File: config.mk
export PLATFORM = sky130hd
export DESIGN_NAME = wasm_host_loader
export DESIGN_NICKNAME = d
export VERILOG_FILES = /design/src/rtl/wasm_host_pkg.sv /design/src/rtl/wasm_byte_packer.sv /design/src/rtl/wasm_host_loader.sv
export SDC_FILE = /design/constraint.sdc
export NUM_CORES = 1
export LEC_CHECK = 0
export ABC_AREA = 0
export BUFFER_PORTS_ARGS = -buffer_cell sky130_fd_sc_hd__buf_2
export CAP_MARGIN = 10
export CORE_ASPECT_RATIO = 0.7
export CORE_UTILIZATION = 25
export DETAILED_ROUTE_END_ITERATION = 8
export SLEW_MARGIN = 0
export SYNTH_ARGS = -nofsm -noshare
export SYNTH_HDL_FRONTEND = slang
export SYNTH_SLANG_ARGS = --single-unit
File: constraint.sdc
create_clock -name i_clk -period 5.5 [get_ports i_clk]
set_input_delay 0.275 -clock i_clk [delete_from_list [all_inputs] [get_ports i_clk]]
set_output_delay 0.275 -clock i_clk [all_outputs]
set_load 0.1 [all_outputs]
File: src/rtl/wasm_host_pkg.sv
// Shared definitions for the WASM host loader: FSM state encodings,
// core status constants and default parameter values.
package wasm_host_pkg;

    localparam int unsigned DEF_INSTR_W     = 64;
    localparam int unsigned DEF_ADDR_W      = 15;
    localparam int unsigned DEF_LINE_ADDR_W = 9;
    localparam int unsigned DEF_LINE_W      = 32;
    localparam int unsigned DEF_TIMEOUT     = 32'd1 << 24;

    typedef logic [2:0] state_t;

    localparam state_t ST_IDLE  = 3'd0;
    localparam state_t ST_PACK  = 3'd1;
    localparam state_t ST_WRITE = 3'd2;
    localparam state_t ST_FIN   = 3'd3;
    localparam state_t ST_WAIT  = 3'd4;
    localparam state_t ST_RADDR = 3'd5;
    localparam state_t ST_RDATA = 3'd6;
    localparam state_t ST_OUT   = 3'd7;

    localparam logic [1:0] WS_DONE = 2'b11;

endpackage

File: src/rtl/wasm_byte_packer.sv
// Little-endian byte-to-word packer: byte k of a word lands in bits [8k+7:8k].
// The packed word is held until the downstream side takes it.
module wasm_byte_packer #(
    parameter int unsigned WORD_W = wasm_host_pkg::DEF_INSTR_W
) (
    input  logic              clk,
    input  logic              rst,
    input  logic              clr,
    input  logic              in_vld,
    output logic              in_rdy,
    input  logic [7:0]        in_data,
    output logic              in_last,
    output logic              out_vld,
    input  logic              out_rdy,
    output logic [WORD_W-1:0] out_data
);

    localparam int unsigned NB = WORD_W / 8;
    localparam int unsigned CW = $clog2(NB + 1);

    logic [CW-1:0]     cnt;
    logic              full;
    logic [WORD_W-1:0] word;

    assign in_rdy   = !full;
    assign in_last  = (cnt == CW'(NB - 1));
    assign out_vld  = full;
    assign out_data = word;

    always_ff @(posedge clk) begin
        if (rst || clr) begin
            cnt  <= '0;
            full <= 1'b0;
            word <= '0;
        end else if (in_vld && !full) begin
            // shift right so the first byte ends up in the lowest lane
            word <= (word >> 8) | (WORD_W'(in_data) << (WORD_W - 8));
            if (in_last) begin
                cnt  <= '0;
                full <= 1'b1;
            end else begin
                cnt <= cnt + CW'(1);
            end
        end else if (full && out_rdy) begin
            full <= 1'b0;
        end
    end

endmodule

File: src/rtl/wasm_host_loader.sv
// Host-side loader: packs bytes into instruction words, writes them to the core,
// waits for completion (with timeout) and streams a line-memory range back out.
module wasm_host_loader
    import wasm_host_pkg::*;
#(
    parameter int unsigned INSTR_W     = DEF_INSTR_W,
    parameter int unsigned ADDR_W      = DEF_ADDR_W,
    parameter int unsigned LINE_ADDR_W = DEF_LINE_ADDR_W,
    parameter int unsigned LINE_W      = DEF_LINE_W,
    parameter int unsigned TIMEOUT     = DEF_TIMEOUT
) (
    input  logic                   i_clk,
    input  logic                   i_rst,
    input  logic                   i_start,
    input  logic [ADDR_W:0]        i_word_count,
    input  logic [LINE_ADDR_W-1:0] i_rb_base,
    input  logic [LINE_ADDR_W:0]   i_rb_count,
    input  logic                   i_byte_vld,
    output logic                   o_byte_rdy,
    input  logic [7:0]             i_byte_data,
    output logic                   o_instr_mem_wr_vld,
    input  logic                   i_instr_mem_wr_rdy,
    output logic [ADDR_W-1:0]      o_instr_mem_wr_addr,
    output logic [INSTR_W-1:0]     o_instr_mem_wr_data,
    output logic                   o_instr_mem_wr_finish,
    input  logic [1:0]             i_work_state,
    output logic                   o_line_mem_rd_rdy,
    output logic [LINE_ADDR_W-1:0] o_line_mem_rd_addr,
    input  logic [LINE_W-1:0]      i_line_mem_rd_data,
    output logic                   o_rb_vld,
    input  logic                   i_rb_rdy,
    output logic [LINE_W-1:0]      o_rb_data,
    output logic                   o_rb_last,
    output logic [31:0]            o_cycle_cnt,
    output logic                   o_busy,
    output logic                   o_timeout
);

    state_t                 state;
    logic [ADDR_W:0]        word_cnt;
    logic [ADDR_W:0]        idx;
    logic [ADDR_W:0]        idx_nxt;
    logic [LINE_ADDR_W:0]   rb_left;
    logic [LINE_ADDR_W-1:0] rd_addr;
    logic [LINE_W-1:0]      rb_data;
    logic [31:0]            cycle_cnt;
    logic                   finish;
    logic                   timeout;

    logic pk_clr;
    logic pk_in_vld;
    logic pk_in_rdy;
    logic pk_in_last;
    logic pk_out_vld;
    logic pk_out_rdy;
    logic byte_fire;

    assign pk_clr     = (state == ST_IDLE) && i_start;
    assign pk_in_vld  = (state == ST_PACK) && i_byte_vld;
    assign pk_out_rdy = (state == ST_WRITE) && i_instr_mem_wr_rdy;
    assign byte_fire  = pk_in_vld && pk_in_rdy;
    assign idx_nxt    = idx + (ADDR_W + 1)'(1);

    wasm_byte_packer #(
        .WORD_W(INSTR_W)
    ) u_packer (
        .clk     (i_clk),
        .rst     (i_rst),
        .clr     (pk_clr),
        .in_vld  (pk_in_vld),
        .in_rdy  (pk_in_rdy),
        .in_data (i_byte_data),
        .in_last (pk_in_last),
        .out_vld (pk_out_vld),
        .out_rdy (pk_out_rdy),
        .out_data(o_instr_mem_wr_data)
    );

    // Every output decodes state/datapath registers only; no input reaches an output.
    assign o_byte_rdy            = (state == ST_PACK) && pk_in_rdy;
    assign o_instr_mem_wr_vld    = (state == ST_WRITE) && pk_out_vld;
    assign o_instr_mem_wr_addr   = idx[ADDR_W-1:0];
    assign o_instr_mem_wr_finish = finish;
    assign o_line_mem_rd_rdy     = (state == ST_RADDR);
    assign o_line_mem_rd_addr    = rd_addr;
    assign o_rb_vld              = (state == ST_OUT);
    assign o_rb_data             = rb_data;
    assign o_rb_last             = (state == ST_OUT) && (rb_left == (LINE_ADDR_W + 1)'(1));
    assign o_cycle_cnt           = cycle_cnt;
    assign o_busy                = (state != ST_IDLE);
    assign o_timeout             = timeout;

    always_ff @(posedge i_clk) begin
        if (i_rst) begin
            state     <= ST_IDLE;
            word_cnt  <= '0;
            idx       <= '0;
            rb_left   <= '0;
            rd_addr   <= '0;
            rb_data   <= '0;
            cycle_cnt <= '0;
            finish    <= 1'b0;
            timeout   <= 1'b0;
        end else begin
            case (state)
                ST_IDLE: begin
                    if (i_start) begin
                        word_cnt  <= i_word_count;
                        rb_left   <= i_rb_count;
                        rd_addr   <= i_rb_base;
                        idx       <= '0;
                        cycle_cnt <= '0;
                        timeout   <= 1'b0;
                        if (i_word_count == '0) begin
                            finish <= 1'b1;
                            state  <= ST_FIN;
                        end else begin
                            finish <= 1'b0;
                            state  <= ST_PACK;
                        end
                    end
                end
                ST_PACK: begin
                    if (byte_fire && pk_in_last) begin
                        state <= ST_WRITE;
                    end
                end
                ST_WRITE: begin
                    if (i_instr_mem_wr_rdy) begin
                        idx <= idx_nxt;
                        if (idx_nxt == word_cnt) begin
                            finish <= 1'b1;
                            state  <= ST_FIN;
                        end else begin
                            state <= ST_PACK;
                        end
                    end
                end
                ST_FIN: begin
                    state <= ST_WAIT;
                end
                ST_WAIT: begin
                    if (cycle_cnt != '1) begin
                        cycle_cnt <= cycle_cnt + 32'd1;
                    end
                    // completion wins over a timeout landing on the same cycle
                    if (i_work_state == WS_DONE) begin
                        state <= (rb_left == '0) ? ST_IDLE : ST_RADDR;
                    end else if (cycle_cnt == 32'(TIMEOUT - 1)) begin
                        timeout <= 1'b1;
                        state   <= ST_IDLE;
                    end
                end
                ST_RADDR: begin
                    state <= ST_RDATA;
                end
                ST_RDATA: begin
                    rb_data <= i_line_mem_rd_data;
                    state   <= ST_OUT;
                end
                ST_OUT: begin
                    if (i_rb_rdy) begin
                        rd_addr <= rd_addr + LINE_ADDR_W'(1);
                        rb_left <= rb_left - (LINE_ADDR_W + 1)'(1);
                        state   <= (rb_left == (LINE_ADDR_W + 1)'(1)) ? ST_IDLE : ST_RADDR;
                    end
                end
                default: begin
                    state <= ST_IDLE;
                end
            endcase
        end
    end

endmodule

# ---- Word level (Yosys, flattened, before mapping)
# Index checks and enable logic that the tools add are counted.
dict set report classes {
  n_addsub 5
  n_mul 0
  div_mod_pow 0
  n_lt_le_gt_ge 0
  n_eq_ne 23
  n_shift 0
  muxes 36
  n_bitwise 1
  reduce_logical 27
}
# cell count
set op_table {}
lappend op_table {{32-bit 2-to-1 mux} 2}
lappend op_table {{56-bit by 64-bit OR with 64-bit output} 1}
lappend op_table {{32-bit one-hot mux with 2 select lines} 1}
lappend op_table {{32-bit by 1-bit adder with 32-bit output, second input constant} 1}
lappend op_table {{32-bit by 24-bit equality test with 1-bit output, second input constant} 1}
lappend op_table {{16-bit 2-to-1 mux} 2}
lappend op_table {{32-bit != test, second input constant} 1}
lappend op_table {{16-bit one-hot mux with 2 select lines} 1}
lappend op_table {{3-bit 2-to-1 mux} 8}
lappend op_table {{3-bit one-hot mux with 8 select lines} 1}
lappend op_table {{10-bit 2-to-1 mux} 2}
lappend op_table {{10-bit one-hot mux with 2 select lines} 1}
lappend op_table {{9-bit 2-to-1 mux} 2}
lappend op_table {{9-bit one-hot mux with 2 select lines} 1}
lappend op_table {{16-bit by 1-bit adder with 16-bit output, second input constant} 1}
lappend op_table {{16-bit equality test} 1}
lappend op_table {{16-bit zero test} 1}
lappend op_table {{3-bit equality test, second input constant} 4}
lappend op_table {{2-bit != test, second input constant} 6}
lappend op_table {{10-bit by 1-bit equality test with 1-bit output, second input constant} 1}
lappend op_table {{10-bit zero test} 1}
lappend op_table {{1-bit 2-to-1 mux} 10}
lappend op_table {{10-bit by 1-bit subtractor with 10-bit output, second input constant} 1}
lappend op_table {{9-bit by 1-bit adder with 9-bit output, second input constant} 1}
lappend op_table {{20 further kinds} 40}
dict set report word_totals {
  register_bits 189
  latch_bits 0
  ramBits 0
  romBits 0
  in_bits 83
  output_inout_bits 160
  wordCells 104
  n_memories 0
}

# ---- Longest topological paths before layout
# Gate-level depths: netlist (run 1).
dict set report depth {
  ltp_word 6
  depth_mapped 8
  depth_no_buf 7
}

# ---- Modules after synthesis
# A second synthesis (run 1) with hierarchy kept.
dict set report unflattened {
  hier_cells 1098
  area_unflattened_um2 8491.9
}
# mod instances cells_per_inst area_each_um2 seq_area_each_um2
set modules_own_cells {}
lappend modules_own_cells {wasm_host_loader 1 793 6060.8 2402.3}
lappend modules_own_cells {wasm_byte_packer 1 305 2431.1 1381.3}

# ---- Least setup slack after synthesis (run 1)
# No wires, ideal clock.
dict set report synth_timing {
  path_kind {flip-flop to flip-flop}
  from {register state[1]}
  to {register u_packer.word[13], in the netlist u_packer.out_data[13]}
  setup_ns 0.132
  t_arrival_ns 3.487
  required_ns 5.368
  path_slack_ns 1.881
  path_stages_with_launch 9
  n_path_buf 3
  path_cell_list {dfxtp_1 > buf_4 > nand2b_4 > nor3_1 > nand2_1 > clkbuf_1 > clkbuf_1 > nand2_1 > a21oi_1}
}
dict set report synth_via {
  elab_chain_len 3
  word_cells_on_any_way 6
  cone_classes {eq/ne: 1; reduce/logical: 5}
}
# element line
set synth_lines {}
lappend synth_lines {{start, declared} wasm_host_loader.sv:39} ;# state_t state;
lappend synth_lines {{start signal, assigned} wasm_host_loader.sv:148} ;# state <= (rb_left == '0) ? ST_IDLE : ST_RADDR;
lappend synth_lines {{start signal, assigned} wasm_host_loader.sv:165} ;# state <= (rb_left == (LINE_ADDR_W + 1)'(1)) ? ST_IDLE : ST_RADDR;
lappend synth_lines {{3-bit by 1-bit equality test with 1-bit output / 3-bit zero test (equally long branches)} {wasm_host_loader.sv:59, wasm_host_loader.sv:58}}
lappend synth_lines {{1-bit logical AND, on equally long branches} {wasm_host_loader.sv:59, wasm_host_loader.sv:58}}
lappend synth_lines {{1-bit logical AND / 1-bit logical OR (equally long branches)} {wasm_byte_packer.sv:35, wasm_byte_packer.sv:31}}
lappend synth_lines {{end signal, assigned} wasm_byte_packer.sv:37} ;# word <= (word >> 8) | (WORD_W'(in_data) << (WORD_W - 8));
lappend synth_lines {{end, declared} wasm_byte_packer.sv:23} ;# logic [WORD_W-1:0] word;
# Parallel ways exist; a longest one is shown, timed or not.
# A chain may end at the register's enable or synchronous reset.

# ---- Worst setup path in the final report (run 1)
dict set report layout_timing {
  from {register state[1]}
  to {output port o_rb_last}
}
dict set report layout_via {
  elab_chain_len 2
}
# element line
set layout_lines {}
lappend layout_lines {{3-bit equality test} wasm_host_loader.sv:88} ;# assign o_rb_last = (state == ST_OUT) && (rb_left == (LINE_ADDR_W + 1)'(1));
lappend layout_lines {{1-bit logical AND} wasm_host_loader.sv:88}
lappend layout_lines {{end, declared} wasm_host_loader.sv:33} ;# output logic o_rb_last,
# No other way between the ends.

==> impl_metrics.ini, run 1 <==
[run_status]
status = complete, no violations

[critical_path]
setup.worst_path.end_class = output pin
reg2regPathDepth = 8
path_cells = nand3_1 > buf_4 > inv_1 > nand2_1 > nor2_1 > buf_2
critPathMaxStageDelay_ns = 0.77
critPathArrivalTime_ns = 2.81
critical_path_depth = 6
startpoint_type = register
path_class = register to output pin
critPathMaxFanout = 32
rr_startpoint = state[1]
r2r_end = o_line_mem_rd_addr[6]
cp.required_ns = 5.22
timing.reg2reg.setup_slack_ns = 2.63
crit_buf_inv = 3
path_delay_family = buffers and inverters
cp_slowest_cell = dfxtp_1

[route]
via_per_inst = 4.66
wl_um = 26200
ant_nets = 0
drc_errors = 0
drt-initial-drc-count = 590
vias = 8240
drt_first_pass_iters = 5
avgRoutedWirePerCell_um = 14.8

[synth]
syn_area_per_cell_um2 = 7.80
synth_flop_cell = dfxtp_1
ys_types = 64
syn_area_um2 = 8610
ys_seq_elements = 189
synth-async-reset-ratio_pct = 0
syn-num-nets = 1194
ys_warn_count = 0
ys_seq_area_share_pct = 44.0
netlist_instances = 1104
synth-edff-count = 0

[timing]
finalCriticalPeriod_ns = 3.09
fmax_mhz = 324
setup_viol = 0
min_period_over_period_pct = 56.2
grt_setup_unrepaired = no
tightest_slew_ns = 1.02
max_slew_margin_pct = 31.6
skew_ns = 0.0299
hold_viol_final = 0
final.setup.tns_ns = 0
report.final.slew_viol_count = 0
setup_ws_ns = 2.41
timing.hold.ws_ns = 0.0471

[final_layout]
nFillCells = 3574
fin_util_pct = 31.6
nNetsFinal = 1378
drive_gt1_share_pct = 23.6
area_growth_pct = 23.8

[floorplan]
start_util_pct = 25.5
num_io_pins = 243
die_h_um = 157
die_w_um = 224
dieArea_um2 = 35200
fp-row-count = 56
core-area_um2 = 33700

[worst_hold_path]
hold_start = i_line_mem_rd_data[11]
whs_endpoint = o_rb_data[11]
hold_class = primary input to register
hold_depth = 3

[cts]
cts_max_path_buffers = 2
cts_setup_buffers = 0
ctsHoldBuffers = 0
clkTransAtPathRegs_ns = 0.09
htree_num_levels = 4
cts_buffers = 17
clk_latency_ns = 0.46
clock_sinks = 189
clockRootBuffer = clkbuf_16
cts_resized = 0
cts_tree = built

[power_and_ir_drop]
pwr-share-clk_pct = 34.5
p_leak_uw = 0.00428
switchingPower_uw = 1530
p_int_uw = 2320
combinationalPowerShare_pct = 25.4
powerDensity_nw_per_um2 = 361
p_seq_share_pct = 40.1
peakVddDrop_mv = 0.208
swShare_pct = 39.8

[global_routing]
grt_max_degree = 82
antenna_found_initial = 4
grt_pass1_wl_um = 40400
grt-ovfl-total = 0
grt_pass1_vias = 7343
grt_usage_pct = 14.5

[placed_design]
place_congestion = 0.805
hpwl_um = 18400
preCtsSetupSlack_ns = 2.65
io_buffers = 242

[flow_run]
maxCapViolCount = 0
layout make-up:
class	count	area, um2	area share, %
Clock inverter	15	214	2.01
Antenna cell	2	5.00	0.0470
Multi-Input combinational cell	818	4310	40.5
Sequential cell	189	3780	35.5
Tap cell	464	581	5.45
Timing Repair Buffer	255	1310	12.3
Inverter	7	26.3	0.247
Clock buffer	17	425	3.99
synth_stat cells, types with 4 or more instances:
cell | instances | area share [%]
xor2_1 | 35 | 3.6
clkbuf_1 | 50 | 2.2
a311oi_1 | 5 | 0.51
and2_1 | 6 | 0.44
nor4_1 | 11 | 0.80
buf_4 | 20 | 1.7
nand2b_1 | 4 | 0.29
nand4_1 | 18 | 1.3
and4_1 | 5 | 0.51
a211oi_1 | 9 | 0.78
nand2_1 | 276 | 12
o211ai_1 | 7 | 0.61
nor3_1 | 18 | 1.0
inv_1 | 7 | 0.31
buf_2 | 6 | 0.35
buf_1 | 4 | 0.17
ha_1 | 7 | 1.0
a22oi_1 | 7 | 0.61
clkbuf_8 | 4 | 0.64
o31ai_1 | 4 | 0.35
a21oi_1 | 156 | 9.1
o2111ai_1 | 4 | 0.41
o21ai_0 | 32 | 1.9
and3_1 | 16 | 1.2
xnor2_1 | 16 | 1.6
buf_6 | 4 | 0.52
a31oi_1 | 11 | 0.80
nand3_1 | 27 | 1.6
nor2_1 | 97 | 4.2
dfxtp_1 | 189 | 44
sequential cells by signal, summed over array words and instances (netlist names):
signal	count
idx	16
o_cycle_cnt	32
o_instr_mem_wr_finish	1
o_line_mem_rd_addr	9
o_rb_data	32
o_timeout	1
rb_left	10
state	3
u_packer.cnt	4
u_packer.out_data	64
u_packer.out_vld	1
word_cnt	16
per-stage QoR:
step	cells	power, uW	area (um2)
finish	1767	3850	10700
global route	1766	4050	10700
CTS	1765	3900	10700
detailed placement	1733	2550	10000
global placement	1733	2540	10000
floorplan	1104	2310	8610
worst register-to-register path: cells and delay by family (launching register included):
family	cells	cell delay, ns
flops	1	0.77
buf+inv	2	0.83
simple gates	4	0.78
compound gates	2	0.36
worst max path at each step:
stage | start | to | slack, ns
after floorplan | state[1] | u_packer.out_data[13] | 1.88
final | state[1] | o_rb_last | 2.41
after global placement | state[2] | o_cycle_cnt[19] | 2.71
after detailed placement | state[2] | o_cycle_cnt[19] | 2.65
after CTS | state[1] | o_rb_last | 2.40
after global routing | state[1] | o_rb_last | 2.09
layout by cell type, fill, tap and decap left out, drive strengths merged, types with 7 or more instances in the layout:
master,netlist,final
nand2,276,276
buf,34,255
dfxtp,189,189
a21oi,156,156
nor2,97,97
xor2,35,35
o21ai,32,32
nand3,29,29
nand4,19,19
nor3,18,18
clkbuf,55,17
and3,16,16
xnor2,16,16
inv,7,15
nor4,13,13
a31oi,11,11
a211oi,10,10
and2,8,8
a22oi,7,7
o211ai,7,7
ha,7,7
power by group through the flow:
stage	clock [uW]	combinational [uW]	sequential [uW]
6_report	1330	976	1540
3_5_place_dp	0	981	1570
2_1_floorplan	0	603	1710
5_1_grt	1430	1060	1550
4_1_cts	1370	985	1540
3_3_place_gp	0	974	1570
per-layer routing:
metal,global-route usage [%],share of wire (%),vias up
met4,3.69,1.4,0
met3,5.82,7.7,17
met2,21.3,44,228
met1,19.4,47,3865
met5,0,0,-
li1,-,-,4130
kinds of logic after synthesis:
kind of cell / after synthesis / synth area share (%)
and+or+nand+nor: 508 / 26.9
AOI/OAI and AO/OA: 252 / 16.8
DFF: 189 / 44.0
buffers and inverters: 97 / 6.12
xor gates and xnor gates: 51 / 5.19
adders and majority gates: 7 / 1.02
No activity file was read; power rests on OpenSTA's default activity.
==> run 2: changes to the inputs <==
clock period = 2.68 ns   (was 5.5 ns; I/O delays follow)
==> run 2 against run 1 <==
Highest routed layer unchanged. Cell count rose by 4.2%. Setup slack got worse by 2.2 ns. Core utilization rose by 2.4 points. Clock-buffer cell count rose by 1. Critical path type is now register to register.
==> impl_metrics.ini, run 2 (synthesized netlist as in run 1, its figures left out) <==
[critical_path]
startpoint = idx[0]
critPathMaxStageDelay_ns = 0.48
r2r_end = o_instr_mem_wr_finish
rr_startpoint = idx[0]
reg2regPathDepth = 7
path_class = register to register
critPathMaxFanout = 8
timing.reg2reg.setup_slack_ns = 0.22
cp.required_ns = 3.04
critical_path_depth = 7
cpMostUsedCell = and3_1
crit_end = o_instr_mem_wr_finish
path_delay_family = compound AO/OA/AOI/OAI gates
startpoint_type = register
critPathArrivalTime_ns = 2.82
path_cells = ha_1 > and3_1 > and3_1 > a211oi_1 > o31ai_1 > o2111ai_1 > o31ai_2
crit_buf_inv = 0
setup.worst_path.end_class = register
cp_slowest_cell = dfxtp_1

[worst_hold_path]
hold_class = primary input to register
hold_depth = 3

[timing]
hold_viol_final = 0
final.setup.tns_ns = 0
tightest_slew_ns = 0.996
finalCriticalPeriod_ns = 2.46
grt_setup_unrepaired = no
min_period_over_period_pct = 91.7
fmax_mhz = 407
skew_ns = 0.0169
report.final.slew_viol_count = 0
max_slew_margin_pct = 33.3
setup_viol = 0

[placed_design]
hpwl_um = 18800
io_buffers = 242
place_congestion = 0.815
postPlaceCellArea_um2 = 10200

[final_layout]
largest_reg_flops = 64
nNetsFinal = 1455
final_area_um2 = 11500
n_antenna_cell = 0
seq_area_um2 = 3780
nFillCells = 3608
drive_gt1_share_pct = 23.6
final_common_cell = nand2_1
final_cell_mix = nand2_1 (275), buf_2 (240), dfxtp_1 (189)
multiInputGateArea_um2 = 4320
area_growth_pct = 33.3
fin_util_pct = 34.0

[floorplan]
start_util_pct = 25.5
core-area_um2 = 33700
fp-row-count = 56
die_w_um = 224
dieArea_um2 = 35200
die_h_um = 157
num_io_pins = 243

[cts]
cts_max_path_buffers = 2
clkTransAtPathRegs_ns = 0.08
cts_buffers = 17
cts_tree = built
clock_sinks = 189
htree_num_levels = 4
clockRootBuffer = clkbuf_16
cts_resized = 0
clk_latency_ns = 0.45

[route]
vias = 8480
via_per_inst = 4.60
met2_length_um = 12500
avgRoutedWirePerCell_um = 14.8
met3_length_um = 1880
wl_um = 27300
ant_nets = 0
drt-initial-drc-count = 564
met1Wirelength_um = 12700
drc_errors = 0
top_layer_used = met4
drt_first_pass_iters = 5

[global_routing]
grt-ovfl-total = 0
grt_usage_pct = 15.3
grt_max_degree = 74
grt_pass1_vias = 7958
grt_pass1_wl_um = 42700
antenna_found_initial = 2

[power_and_ir_drop]
peakVddDrop_mv = 0.437
p_leak_uw = 0.00466
finalPower_uw = 8050
powerDensity_nw_per_um2 = 702

[flow_run]
maxCapViolCount = 0

[run_status]
status = complete, no violations
[run 2: report_power, final]
group          total (uW)  switching, uW  internal, uW
combinational        2220           1600           623
clock                2710           1280          1440
sequential           3120            162          2960
total                8050           3040          5020
[run 2: worst register-to-register path, cell delays in order (launching register included)]
cell	delay, ns
dfxtp_1	0.48
ha_1	0.38
and3_1	0.32
and3_1	0.25
a211oi_1	0.09
o31ai_1	0.38
o2111ai_1	0.27
o31ai_2	0.22
[run 2: area by class of cell]
class	count	area share, %
clock buffers	18	3.74
multi-input cells	818	37.7
repair buffers	332	18.6
inverters	7	0.229
well taps	464	5.06
flip-flops and latches	189	33.0
clock inverters	14	1.78
[run 2: per-layer routing]
layer  global-route usage [%]  up-vias
met1                     20.4     3975
met4                     3.52        0
li1                         -     4275
met3                     5.04       17
met2                     24.0      213
met5                        0        -
[run 2: how the worst min path moves through the flow]
stage / start / slack, ns / end
after floorplan: i_word_count[0] / 0.27 / word_cnt[0]
after CTS: i_rb_count[1] / 0.0006 / rb_left[1]
after global routing: i_rb_count[0] / 0.01 / rb_left[0]
final: i_rb_count[0] / 0.006 / rb_left[0]
after global placement: i_line_mem_rd_data[14] / 0.37 / o_rb_data[14]
after detailed placement: i_line_mem_rd_data[18] / 0.38 / o_rb_data[18]
[run 2: stage by stage]
stage          hold WS (ns)  worst slack, ns  cells
4_1_cts            0.000623            0.228   1842
6_report            0.00600            0.221   1842
3_5_place_dp          0.381            0.206   1750
5_1_grt              0.0134           0.0280   1842
2_1_floorplan         0.270          0.00957   1104
3_3_place_gp          0.375            0.352   1750
[run 2: what timing repair did]
action,in CTS,in global routing
endpoints found under the hold margin,60,0
hold buffers,60,0
buffers inserted,0,0
